$ cat config.mk
export PLATFORM = sky130hd
export DESIGN_NAME = imm_extend_pipe_flat
export DESIGN_NICKNAME = d
export VERILOG_FILES = /design/src/rtl/imm_extend_pipe_if.sv /design/src/rtl/imm_extend_pipe.sv /design/src/flat_wrapper.sv
export SDC_FILE = /design/constraint.sdc
export NUM_CORES = 1
export LEC_CHECK = 0
export ABC_AREA = 1
export CELL_PAD_IN_SITES_DETAIL_PLACEMENT = 0
export CELL_PAD_IN_SITES_GLOBAL_PLACEMENT = 1
export CORE_ASPECT_RATIO = 2
export CORE_UTILIZATION = 39
export CTS_CLUSTER_DIAMETER = 120
export DETAILED_ROUTE_END_ITERATION = 12
export HOLD_SLACK_MARGIN = 0.1
export PLACE_DENSITY_LB_ADDON = 0.1
export SETUP_SLACK_MARGIN = 0.05
export SYNTH_ARGS = -nofsm -noshare
export SYNTH_HDL_FRONTEND = slang
export SYNTH_SLANG_ARGS = --single-unit
$ cat constraint.sdc
create_clock -name clk -period 3.3 [get_ports clk]
set_clock_uncertainty 0.15 [all_clocks]
set_input_delay 0.33 -clock clk [delete_from_list [all_inputs] [get_ports clk]]
set_output_delay 0.33 -clock clk [all_outputs]
set_load 0.05 [all_outputs]
$ cat src/rtl/imm_extend_pipe_if.sv
// rtl/imm_extend_pipe_if.sv - handshake and result bundle for the immediate generator
interface imm_extend_pipe_if #(
    parameter int DATA_WIDTH = 32,
    parameter int IMM_BIT    = 3,
    parameter int TAG_WIDTH  = 32
);
    logic                  flush;
    logic                  in_valid;
    logic                  in_ready;
    logic [31:0]           instr;
    logic [IMM_BIT-1:0]    ImmSrc;
    logic [TAG_WIDTH-1:0]  in_tag;
    logic                  out_valid;
    logic                  out_ready;
    logic [DATA_WIDTH-1:0] out_imm;
    logic [TAG_WIDTH-1:0]  out_tag;
    logic                  out_err;
    logic [7:0]            err_cnt;

    modport master (
        output flush, in_valid, instr, ImmSrc, in_tag, out_ready,
        input  in_ready, out_valid, out_imm, out_tag, out_err, err_cnt
    );

    modport slave (
        input  flush, in_valid, instr, ImmSrc, in_tag, out_ready,
        output in_ready, out_valid, out_imm, out_tag, out_err, err_cnt
    );
endinterface

$ cat src/rtl/imm_extend_pipe.sv
// rtl/imm_extend_pipe.sv - pipelined immediate generator with a 2-entry output buffer
module imm_extend_pipe #(
    parameter int DATA_WIDTH = 32,
    parameter int IMM_BIT    = 3,
    parameter int TAG_WIDTH  = 32
) (
    input  logic             clk,
    input  logic             rst_n,
    imm_extend_pipe_if.slave bus
);
    localparam logic [IMM_BIT-1:0] FMT_I     = IMM_BIT'(0);
    localparam logic [IMM_BIT-1:0] FMT_U     = IMM_BIT'(1);
    localparam logic [IMM_BIT-1:0] FMT_S     = IMM_BIT'(2);
    localparam logic [IMM_BIT-1:0] FMT_B     = IMM_BIT'(3);
    localparam logic [IMM_BIT-1:0] FMT_J     = IMM_BIT'(4);
    localparam logic [IMM_BIT-1:0] FMT_SHAMT = IMM_BIT'(5);
    localparam logic [IMM_BIT-1:0] FMT_CSRI  = IMM_BIT'(6);

    typedef struct packed {
        logic [DATA_WIDTH-1:0] imm;
        logic [TAG_WIDTH-1:0]  tag;
        logic                  err;
    } entry_t;

    entry_t                head_q, head_d;
    entry_t                tail_q, tail_d;
    entry_t                new_entry;
    logic [1:0]            count_q, count_d;
    logic [7:0]            err_cnt_q, err_cnt_d;
    logic [DATA_WIDTH-1:0] imm_calc;
    logic                  fmt_err;
    logic                  in_ready;
    logic                  accept;
    logic                  pop;
    logic                  unused_opcode;

    // Opcode bits never feed an immediate.
    assign unused_opcode = ^bus.instr[6:0];

    always_comb begin
        imm_calc = DATA_WIDTH'($signed(bus.instr[31:20]));
        fmt_err  = 1'b0;
        case (bus.ImmSrc)
            FMT_I:     imm_calc = DATA_WIDTH'($signed(bus.instr[31:20]));
            FMT_U:     imm_calc = DATA_WIDTH'($signed({bus.instr[31:12], 12'b0}));
            FMT_S:     imm_calc = DATA_WIDTH'($signed({bus.instr[31:25], bus.instr[11:7]}));
            FMT_B:     imm_calc = DATA_WIDTH'($signed({bus.instr[31], bus.instr[7],
                                                       bus.instr[30:25], bus.instr[11:8], 1'b0}));
            FMT_J:     imm_calc = DATA_WIDTH'($signed({bus.instr[31], bus.instr[19:12],
                                                       bus.instr[20], bus.instr[30:21], 1'b0}));
            FMT_SHAMT: imm_calc = (DATA_WIDTH == 64) ? DATA_WIDTH'(bus.instr[25:20])
                                                     : DATA_WIDTH'(bus.instr[24:20]);
            FMT_CSRI:  imm_calc = DATA_WIDTH'(bus.instr[19:15]);
            // Reserved encodings keep the I-type value but are tagged as errors.
            default:   fmt_err  = 1'b1;
        endcase
    end

    assign new_entry = '{imm: imm_calc, tag: bus.in_tag, err: fmt_err};

    // Ready looks only at occupancy so it never combinationally depends on out_ready.
    assign in_ready = (count_q != 2'd2);
    assign accept   = bus.in_valid && in_ready && !bus.flush;
    assign pop      = (count_q != 2'd0) && bus.out_ready;

    always_comb begin
        head_d    = head_q;
        tail_d    = tail_q;
        count_d   = count_q;
        err_cnt_d = err_cnt_q;
        if (bus.flush) begin
            count_d = 2'd0;
        end else begin
            unique case (count_q)
                2'd0: begin
                    if (accept) begin
                        head_d  = new_entry;
                        count_d = 2'd1;
                    end
                end
                2'd1: begin
                    if (accept && pop) begin
                        head_d = new_entry;
                    end else if (accept) begin
                        tail_d  = new_entry;
                        count_d = 2'd2;
                    end else if (pop) begin
                        count_d = 2'd0;
                    end
                end
                default: begin
                    if (pop) begin
                        head_d  = tail_q;
                        count_d = 2'd1;
                    end
                end
            endcase
        end
        if (accept && fmt_err && (err_cnt_q != 8'hFF)) begin
            err_cnt_d = err_cnt_q + 8'd1;
        end
    end

    always_ff @(posedge clk or negedge rst_n) begin
        if (!rst_n) begin
            head_q    <= '0;
            tail_q    <= '0;
            count_q   <= 2'd0;
            err_cnt_q <= 8'd0;
        end else begin
            head_q    <= head_d;
            tail_q    <= tail_d;
            count_q   <= count_d;
            err_cnt_q <= err_cnt_d;
        end
    end

    // Head register is left untouched when the buffer drains, so outputs keep their last value.
    assign bus.in_ready  = in_ready;
    assign bus.out_valid = (count_q != 2'd0);
    assign bus.out_imm   = head_q.imm;
    assign bus.out_tag   = head_q.tag;
    assign bus.out_err   = head_q.err;
    assign bus.err_cnt   = err_cnt_q;
endmodule

$ cat src/flat_wrapper.sv
// flat-port wrapper written by rule: the top's interface ports become plain ports
module imm_extend_pipe_flat 
#(
    parameter int DATA_WIDTH = 32,
    parameter int IMM_BIT    = 3,
    parameter int TAG_WIDTH  = 32
)
  (clk, rst_n, bus_flush, bus_in_valid, bus_instr, bus_ImmSrc, bus_in_tag, bus_out_ready, bus_in_ready, bus_out_valid, bus_out_imm, bus_out_tag, bus_out_err, bus_err_cnt);
  imm_extend_pipe_if #(.DATA_WIDTH(DATA_WIDTH), .IMM_BIT(IMM_BIT), .TAG_WIDTH(TAG_WIDTH)) bus_i ();
  input  logic clk;
  input  logic rst_n;
  input wire logic [$bits(bus_i.flush)-1:0] bus_flush;
  input wire logic [$bits(bus_i.in_valid)-1:0] bus_in_valid;
  input wire logic [$bits(bus_i.instr)-1:0] bus_instr;
  input wire logic [$bits(bus_i.ImmSrc)-1:0] bus_ImmSrc;
  input wire logic [$bits(bus_i.in_tag)-1:0] bus_in_tag;
  input wire logic [$bits(bus_i.out_ready)-1:0] bus_out_ready;
  output wire logic [$bits(bus_i.in_ready)-1:0] bus_in_ready;
  output wire logic [$bits(bus_i.out_valid)-1:0] bus_out_valid;
  output wire logic [$bits(bus_i.out_imm)-1:0] bus_out_imm;
  output wire logic [$bits(bus_i.out_tag)-1:0] bus_out_tag;
  output wire logic [$bits(bus_i.out_err)-1:0] bus_out_err;
  output wire logic [$bits(bus_i.err_cnt)-1:0] bus_err_cnt;
  assign bus_i.flush = bus_flush;
  assign bus_i.in_valid = bus_in_valid;
  assign bus_i.instr = bus_instr;
  assign bus_i.ImmSrc = bus_ImmSrc;
  assign bus_i.in_tag = bus_in_tag;
  assign bus_i.out_ready = bus_out_ready;
  assign bus_in_ready = bus_i.in_ready;
  assign bus_out_valid = bus_i.out_valid;
  assign bus_out_imm = bus_i.out_imm;
  assign bus_out_tag = bus_i.out_tag;
  assign bus_out_err = bus_i.out_err;
  assign bus_err_cnt = bus_i.err_cnt;
  imm_extend_pipe #(.DATA_WIDTH(DATA_WIDTH), .IMM_BIT(IMM_BIT), .TAG_WIDTH(TAG_WIDTH)) u_core (.clk(clk), .rst_n(rst_n), .bus(bus_i));
endmodule
# Yosys cells after proc, flatten, opt, wreduce, memory -nomap -nowiden
# Index checks and enable logic that the tools add are counted.
# Widths: inputs -> output; s select.
[classes] n_addsub=1 n_eq_ne=14 muxes=13 n_bitwise=2 reduce_logical=16
[ops] op="$mux 65" count=3
[ops] op="$pmux 32 s6" count=1
[ops] op="$pmux 65 s2" count=1
[ops] op="$mux 2" count=6
[ops] op="$reduce_and 4->1" count=3
[ops] op="$eq 3x3->1 const B" count=3
[ops] op="$add 8x1->8 const B" count=1
[ops] op="$ne 8x8->1 const B" count=1
[ops] op="$reduce_or 7->1" count=1
[ops] op="$eq 3x2->1 const B" count=2
[ops] op="$logic_and 1x1->1" count=6
[ops] op="$ne 2x1->1 const B" count=2
[ops] op="$ne 4x2->1 const B" count=1
[ops] op="$pmux 2 s2" count=1
[ops] op="$reduce_bool 4->1" count=1
[ops] op="$eq 3x1->1 const B" count=1
[ops] op="$logic_not 3->1" count=1
[ops] op="$ne 3x2->1 const B" count=1
[ops] op="$ne 3x3->1 const B" count=1
[ops] op="$reduce_bool 3->1" count=1
[ops] op="$eq 2x1->1 const B" count=1
[ops] op="$logic_not 2->1" count=1
[ops] op="$ne 2x2->1 const B" count=1
[ops] op="$not 1->1" count=2
[ops] op="3 further kinds" count=3
[word_totals] regBits=140 inputBits=72 output_inout_bits=75

# Depth between registers and ports, before layout
# Gate-level depths: netlist of the first run.
[logic_depth] word_depth=7 mapped_depth=10

# Worst setup path before layout of the first run
# OpenSTA, ideal clock, no wires.
[synth_timing] path_type="register to register" startpoint="register u_core.err_cnt_q[1], in the netlist u_core.bus.err_cnt[1]" endpoint="register u_core.err_cnt_q[5], in the netlist u_core.bus.err_cnt[5]" arrival_time_ns=1.624 slack_ns=1.403 path_stages_with_launch=9 path_buffers=0 synth_period_minus_slack_ns=1.897 path_cell_list="dfrtp_1 ha_1 nand3_1 nor2_1 nand3_1 nand2_2 inv_2 nand2_1 o21ai_1"
[synth_between] elab_chain_cells=2
[synth_lines] element="start: declaration" line="imm_extend_pipe.sv:29" rtl="logic [7:0] err_cnt_q, err_cnt_d;"
[synth_lines] element="start signal: assignment" line="imm_extend_pipe.sv:114" rtl="err_cnt_q <= err_cnt_d;"
[synth_lines] element="branches (longest 2 deep; another with $add 8x1->8)"
# Parallel ways; which one is timed is not known.
# A chain may end at the register's enable or synchronous reset.

# Final worst setup path of the first run
[layout_timing] startpoint="register u_core.count_q[1]" endpoint="output port bus_in_ready"
[layout_between] elab_chain_cells=1
[layout_lines] element="start: declaration" line="imm_extend_pipe.sv:28" rtl="logic [1:0] count_q, count_d;"
[layout_lines] element="start signal: assignment" line="imm_extend_pipe.sv:113" rtl="count_q <= count_d;"
[layout_lines] element="$ne 2x2->1" line="imm_extend_pipe.sv:62" rtl="assign in_ready = (count_q != 2'd2);"
[layout_lines] element="end: declaration" line="flat_wrapper.sv:18" rtl="output wire logic [$bits(bus_i.in_ready)-1:0] bus_in_ready;"
# Every way passes these cells.

==> flow_summary.json, run 1 <==
{
  "outcome": "complete, no violations",
  "fill_cells": 1565,
  "die_width_um": 93.3,
  "worstPathRequired_ns": 2.82,
  "cell_types_with_the_largest_area_share_after_synthesis": "sky130_fd_sc_hd__dfrtp_1, sky130_fd_sc_hd__nand2_1, sky130_fd_sc_hd__nor2_1",
  "power_frac_clock_pct": 32.5,
  "numPortBuffers": 139,
  "totalNegativeSetupSlack_ns": 0,
  "synth_area_mm2": 0.00650,
  "final-setup-viol-count": 0,
  "multi_input_comb_area_mm2": 0.00263,
  "n_antenna_cell": 0,
  "syn-num-nets": 910,
  "start_kind": "register",
  "final-instance-count-excl-fill": 1176,
  "dpl.hpwl_um": 11800,
  "yosys.area.top_type": "sky130_fd_sc_hd__dfrtp_1",
  "gp_routability_congestion": 0.911,
  "detail_route.first_pass.iterations": 5,
  "tritoncts": "built",
  "synthDistinctLibCells": 31,
  "grt-ovfl-total": 0,
  "worstSetupPathType": "reg -> out",
  "grt_first_pass_wirelength_um": 29700,
  "cts-htree-levels": 4,
  "drcViolationCount": 0,
  "async_reset_ff_share_pct": 100,
  "cts.path.max_buffers": 2,
  "coreArea_mm2": 0.0163,
  "drive_above_1_share_pct": 5.76,
  "area.sequential_mm2": 0.00350,
  "route.detailed.wl_per_inst_um": 15.4,
  "postSynthRegisterBits": 140,
  "layout.cells.most_common": "sky130_fd_sc_hd__nand2_1",
  "hold_path_class": "reg -> reg",
  "share_of_total_power_consumed_by_net_switching_pct": 34.7,
  "synth_ff_type": "sky130_fd_sc_hd__dfrtp_1",
  "critical-path-slowest-cell": "sky130_fd_sc_hd__clkdlybuf4s50_1",
  "num_vias": 5979,
  "worst_ep_arrival_time_ns": 2.27,
  "finalHoldViolCount": 0,
  "timing.final.max_slew_violations": 0,
  "relSlewSlack_pct": 47.3,
  "via_per_inst": 5.08,
  "drt-initial-drc-count": 271,
  "io_pins": 147,
  "critical-path-max-stage-delay_ns": 0.75,
  "num_rows": 66,
  "grt_use_total_pct": 22.5,
  "cts_resized": 0,
  "rsz_0062_raised_after_global_routing": "false",
  "grt_pass1_vias": 5947,
  "synthDominantCellAreaShare_pct": 53.9,
  "die_h_um": 185,
  "cellInternalPower_mw": 4.26,
  "switching_power_of_the_nets_mw": 2.27,
  "initial_antenna_violation_count": 0,
  "endpoint_type_of_the_worst_setup_path": "output port",
  "synth-edff-count": 0,
  "mostFrequentLayoutCells": "sky130_fd_sc_hd__nand2_1, sky130_fd_sc_hd__dfrtp_1, sky130_fd_sc_hd__clkdlybuf4s50_1",
  "post-place-cells": 1143,
  "timing.max_cap.violations": 0,
  "ff2ff_path_depth": 5,
  "worstMarginPinSlew_ns": 0.791,
  "crit_fanout": 54,
  "period_needed_ns": 2.75,
  "cts_sinks": 140,
  "postRouteAntennaNets": 0,
  "finalWirelength_um": 18200,
  "period_share_pct": 83.4,
  "cts_buffer_count": 17,
  "final_net_count": 1032,
  "seq_power_share_pct": 37.5,
  "synthesis.yosys.warnings": 0,
  "syn-mean-instance-area_um2": 7.76,
  "worst_ir_drop_vdd_uv": 371,
  "pwr_density_cell_mw_per_mm2": 753,
  "flow.area_growth_from_synthesis_pct": 33.6,
  "power_leakage_nw": 4.29,
  "synth_cells": 837,
  "design.die.area_mm2": 0.0172,
  "clock-root-buffer": "sky130_fd_sc_hd__clkbuf_16",
  "worst_setup_hold_path_clk_slew_ns": 0.06,
  "worstHoldPathCells": 2,
  "power.share.combinational_pct": 30.0,
  "grt_start_max_net_pins": 72,
  "cp_cell_sequence": "buf_4 -> nand2_1 -> clkdlybuf4s50_1",
  "insertion_delay_ns": 0.42,
  "initial_cell_density_of_the_core_pct": 39.9,
  "yosysSeqAreaShare_pct": 53.9,
  "max_freq_mhz": 363
}
-- power groups by stage --
stage	Combinational, mW	Clock, mW	Sequential [mW]
2_1_floorplan	0.615	0	3.11
3_3_place_gp	1.94	0	2.46
3_5_place_dp	1.97	0	2.48
4_1_cts	1.98	2.17	2.46
5_1_grt	2.13	2.25	2.51
6_report	1.96	2.12	2.45
-- metal layers --
layer	share of wire (%)	wire, um	track usage [%]	vias up
li1	-	-	-	2891
met3	4.8	880	4.46	26
met4	2.1	378	9.05	0
met1	40	7220	25.4	2874
met2	53	9670	40.7	188
met5	0	0	0	-
-- area by class of cell --
type	count	area share [%]
multi-input combinational	616	30.3
timing repair buffer	149	17.2
sequential	140	40.4
clock buffer	22	5.46
clock inverter	10	2.15
tap	204	2.94
inverter	35	1.54
-- critical path: cells and delay by family, from the launching register on --
family,cells,cell delay [ns]
flip-flops,1,0.38
buffers and inverters,2,1.31
AND/OR/NAND/NOR,1,0.14
-- sequential cells by signal, summed over array words and instances, names as in the netlist --
register / flops
u_core.count_q: 2
u_core.bus.out_tag: 32
u_core.bus.out_err: 1
u_core.tail_q: 65
u_core.bus.err_cnt: 8
u_core.bus.out_imm: 32
-- synth_stat cells, types with 2 or more instances --
master,number
sky130_fd_sc_hd__inv_1,30
sky130_fd_sc_hd__a21oi_2,4
sky130_fd_sc_hd__buf_6,3
sky130_fd_sc_hd__a31oi_1,32
sky130_fd_sc_hd__buf_1,2
sky130_fd_sc_hd__buf_2,21
sky130_fd_sc_hd__o21ai_1,2
sky130_fd_sc_hd__o211ai_1,3
sky130_fd_sc_hd__nor2_1,80
sky130_fd_sc_hd__a21oi_1,34
sky130_fd_sc_hd__dfrtp_1,140
sky130_fd_sc_hd__nand2_2,3
sky130_fd_sc_hd__nand4_1,11
sky130_fd_sc_hd__o21ai_0,14
sky130_fd_sc_hd__o22ai_1,2
sky130_fd_sc_hd__nor3_1,3
sky130_fd_sc_hd__buf_4,3
sky130_fd_sc_hd__inv_2,4
sky130_fd_sc_hd__xor2_1,5
sky130_fd_sc_hd__nand3_1,25
sky130_fd_sc_hd__clkbuf_1,16
sky130_fd_sc_hd__nand2_1,390
sky130_fd_sc_hd__xnor2_1,2
-- final timing paths --
kind / endpoint / start / slack, ns
min in group asynchronous: u_core.bus.err_cnt[0] / rst_n / 0.35
worst min-delay path: u_core.tail_q[20] / u_core.tail_q[20] / 0.33
worst max register to register: u_core.tail_q[64] / u_core.count_q[1] / 0.85
worst max-delay path: bus_in_ready / u_core.count_q[1] / 0.55
max in group asynchronous: u_core.bus.out_tag[21] / rst_n / 1.86
worst min register to register: u_core.tail_q[20] / u_core.tail_q[20] / 0.33
-- repair_timing --
action                    4_1_cts  5_1_grt
hold endpoints to repair       69        0
setup buffers                   0        0
hold buffers                    1        0
-- metrics by stage --
step                power [mW]  worst slack [ns]  instance area, um^2  hold slack [ns]  util (%)
finish                    6.53             0.547                 8680            0.327      53.4
detailed placement        4.45             0.799                 8010            0.254      49.2
global route              6.89             0.442                 8680            0.328      53.4
global placement          4.40             0.815                 8010            0.246      49.2
CTS                       6.61             0.511                 8680            0.317      53.4
floorplan                 3.72              1.40                 6500           -0.116         -
-- cell families after synthesis --
family / Yosys count / synth area share (%)
buffers and inverters: 81 / 5.66
AOI/OAI and AO/OA: 92 / 8.13
DFF: 140 / 53.9
and+or+nand+nor: 516 / 31.1
xor gates and xnor gates: 7 / 0.944
adders and majority gates: 1 / 0.193
Note: power is estimated with default switching activity, not from simulation.
==> run 2, diff against run 1 <==
--- a/config.mk
+++ b/config.mk
@@ -9,7 +9,7 @@
 export CELL_PAD_IN_SITES_DETAIL_PLACEMENT = 0
 export CELL_PAD_IN_SITES_GLOBAL_PLACEMENT = 1
 export CORE_ASPECT_RATIO = 2
-export CORE_UTILIZATION = 39
+export CORE_UTILIZATION = 33
 export CTS_CLUSTER_DIAMETER = 120
 export DETAILED_ROUTE_END_ITERATION = 12
 export HOLD_SLACK_MARGIN = 0.1
==> constraint.sdc (replaced) <==
create_clock -name clk -period 2.4 [get_ports clk]
set_clock_uncertainty 0.15 [all_clocks]
set_input_delay 0.24 -clock clk [delete_from_list [all_inputs] [get_ports clk]]
set_output_delay 0.24 -clock clk [all_outputs]
set_load 0.05 [all_outputs]
==> run 2 against run 1 <==
Against the previous run: register-to-register slack lost 0.42 ns; via count shrank 2.7%; power grew 36%; largest power group unchanged; sequential power grew 37%; non-clock buffer count grew 13; critical path depth shrank 1; die area grew 18%; count of clock-buffer cells in the layout shrank 3; wire length grew 5.5%; sequential share of layout area shrank 0.74 points; cell area grew 1.9%; critical path type unchanged.
==> flow_summary.json, run 2 (synthesized netlist as in run 1, its figures left out) <==
{
  "outcome": "complete, no violations",
  "layout.cells.most_common": "sky130_fd_sc_hd__nand2_1",
  "n_antenna_cell": 0,
  "switching_power_of_the_nets_mw": 3.18,
  "timing.max_cap.violations": 0,
  "largest_register": "u_core.tail_q",
  "finalWorstSetupSlack_ns": 0.234,
  "finalWirelength_um": 19200,
  "drt-initial-drc-count": 181,
  "grt-ovfl-total": 0,
  "final_net_count": 1045,
  "ff2ff_path_depth": 5,
  "via_per_inst": 4.67,
  "totalNegativeSetupSlack_ns": 0,
  "die_width_um": 101,
  "cts_resized": 0,
  "clock-root-buffer": "sky130_fd_sc_hd__clkbuf_16",
  "pwr_density_cell_mw_per_mm2": 1010,
  "worstSetupPathType": "reg -> out",
  "power.share.combinational_pct": 30.4,
  "cp_cell_sequence": "nand2_1 -> clkdlybuf4s50_1",
  "endpoint_type_of_the_worst_setup_path": "output port",
  "route.detailed.wl_per_inst_um": 15.4,
  "grt_use_total_pct": 20.1,
  "numPortBuffers": 139,
  "power_frac_clock_pct": 31.8,
  "worstMarginPinSlew_ns": 0.605,
  "tritoncts": "built",
  "regToRegSetupSlack_ns": 0.43,
  "share_of_total_power_consumed_by_net_switching_pct": 35.7,
  "cellInternalPower_mw": 5.73,
  "period_share_pct": 90.3,
  "worst_ir_drop_vdd_uv": 474,
  "num_vias": 5815,
  "drcViolationCount": 0,
  "crit_fanout": 5,
  "start_kind": "register",
  "postRouteAntennaNets": 0,
  "flow.area_growth_from_synthesis_pct": 36.1,
  "insertion_delay_ns": 0.42,
  "fill_cells": 2031,
  "detail_route.first_pass.iterations": 4,
  "initial_antenna_violation_count": 0,
  "cts-htree-levels": 4,
  "cts.path.max_buffers": 2,
  "layout.core_utilization_pct": 45.9,
  "regToRegEndpoint": "u_core.count_q[1]",
  "finalHoldViolCount": 0,
  "period_needed_ns": 2.17,
  "grt_first_pass_wirelength_um": 30900,
  "drive_above_1_share_pct": 7.21,
  "initial_cell_density_of_the_core_pct": 33.7,
  "die_h_um": 200,
  "timing.final.max_slew_violations": 0,
  "total_non_filler_cell_area_in_the_finished_layout_mm2": 0.00884,
  "worst_setup_hold_path_clk_slew_ns": 0.06,
  "mostFrequentLayoutCells": "sky130_fd_sc_hd__nand2_1, sky130_fd_sc_hd__dfrtp_1, sky130_fd_sc_hd__clkdlybuf4s50_1",
  "worst_ep_arrival_time_ns": 1.78,
  "num_rows": 72,
  "gp_routability_congestion": 0.848,
  "timing.rr.start": "u_core.count_q[1]",
  "coreArea_mm2": 0.0193,
  "max_freq_mhz": 462,
  "max_reg_flops": 65,
  "preCtsSetupSlack_ns": 0.211,
  "design.die.area_mm2": 0.0203,
  "p_total_mw": 8.90,
  "io_pins": 147,
  "worstPathRequired_ns": 2.01,
  "critical-path-max-stage-delay_ns": 0.82,
  "critical-path-slowest-cell": "sky130_fd_sc_hd__clkdlybuf4s50_1",
  "rsz_0062_raised_after_global_routing": "false",
  "grt_start_max_net_pins": 60,
  "dpl.hpwl_um": 12900,
  "power_leakage_nw": 4.34,
  "seq_power_share_pct": 37.7,
  "detailed_place.area_mm2": 0.00820,
  "relSlewSlack_pct": 59.7,
  "cts_sinks": 140,
  "cts_buffer_count": 17,
  "hold_path_class": "in -> async",
  "final-setup-viol-count": 0,
  "grt_pass1_vias": 5798
}
[run 2: cell count changes in the layout (fill, tap and decap cells not counted)]
cell / delta
sky130_fd_sc_hd__inv_6: +2
sky130_fd_sc_hd__buf_4: +12
sky130_fd_sc_hd__clkbuf_8: -2
sky130_fd_sc_hd__clkinv_4: +1
sky130_fd_sc_hd__clkinvlp_4: +1
sky130_fd_sc_hd__bufinv_16: -1
sky130_fd_sc_hd__clkdlybuf4s50_1: -1
sky130_fd_sc_hd__buf_12: +2
sky130_fd_sc_hd__clkbuf_1: -1
[run 2: how the worst max path moves through the flow]
stage	startpoint	slack, ns	depth (start not counted)	endpoint
after floorplan	u_core.bus.err_cnt[1]	0.50	8	u_core.bus.err_cnt[5]
after global placement	bus_ImmSrc[1]	0.22	7	u_core.bus.out_imm[16]
after detailed placement	bus_ImmSrc[1]	0.21	7	u_core.bus.out_imm[18]
after CTS	u_core.count_q[1]	0.21	2	bus_in_ready
after global routing	u_core.count_q[1]	0.20	2	bus_in_ready
final	u_core.count_q[1]	0.23	2	bus_in_ready
[run 2: worst max-delay path: cells and delay by family (launching register included)]
family / cells / cell delay [ns]
flops: 1 / 0.44
buf+inv: 1 / 0.82
simple gates: 1 / 0.10
[run 2: final cells by class]
class,count,area (um^2),share of cell area [%]
Clock inverter,13,190,2.15
Timing Repair Buffer,162,1620,18.3
Clock buffer,19,443,5.01
Inverter,35,134,1.51
Tap cell,259,324,3.67
Sequential cell,140,3500,39.6
Multi-Input combinational cell,616,2630,29.7
[run 2: power by group through the flow]
| stage | Clock [mW] | Sequential, mW | Combinational, mW |
|---|---|---|---|
| after floorplan | 0 | 4.27 | 0.846 |
| after global placement | 0 | 3.39 | 2.72 |
| after detailed placement | 0 | 3.40 | 2.74 |
| after CTS | 2.92 | 3.36 | 2.75 |
| after global routing | 3.00 | 3.44 | 2.95 |
| final | 2.83 | 3.36 | 2.71 |
[run 2: repair_timing]
item,CTS,global route
setup buffers,0,0
hold endpoints to repair,55,0
hold buffers,1,0
[run 2: through the flow]
step                std cells  hold slack [ns]
global route             1244            0.252
global placement         1211            0.135
floorplan                 837           -0.206
detailed placement       1211            0.132
CTS                      1244            0.234
finish                   1244            0.231
[run 2: routing by layer]
metal / vias up / global-route usage [%] / part of all wire (%)
met3: 23 / 3.13 / 3.4
met4: 0 / 8.59 / 2.9
li1: 2919 / - / -
met5: - / 0 / 0
met1: 2747 / 23.1 / 40
met2: 126 / 36.1 / 53
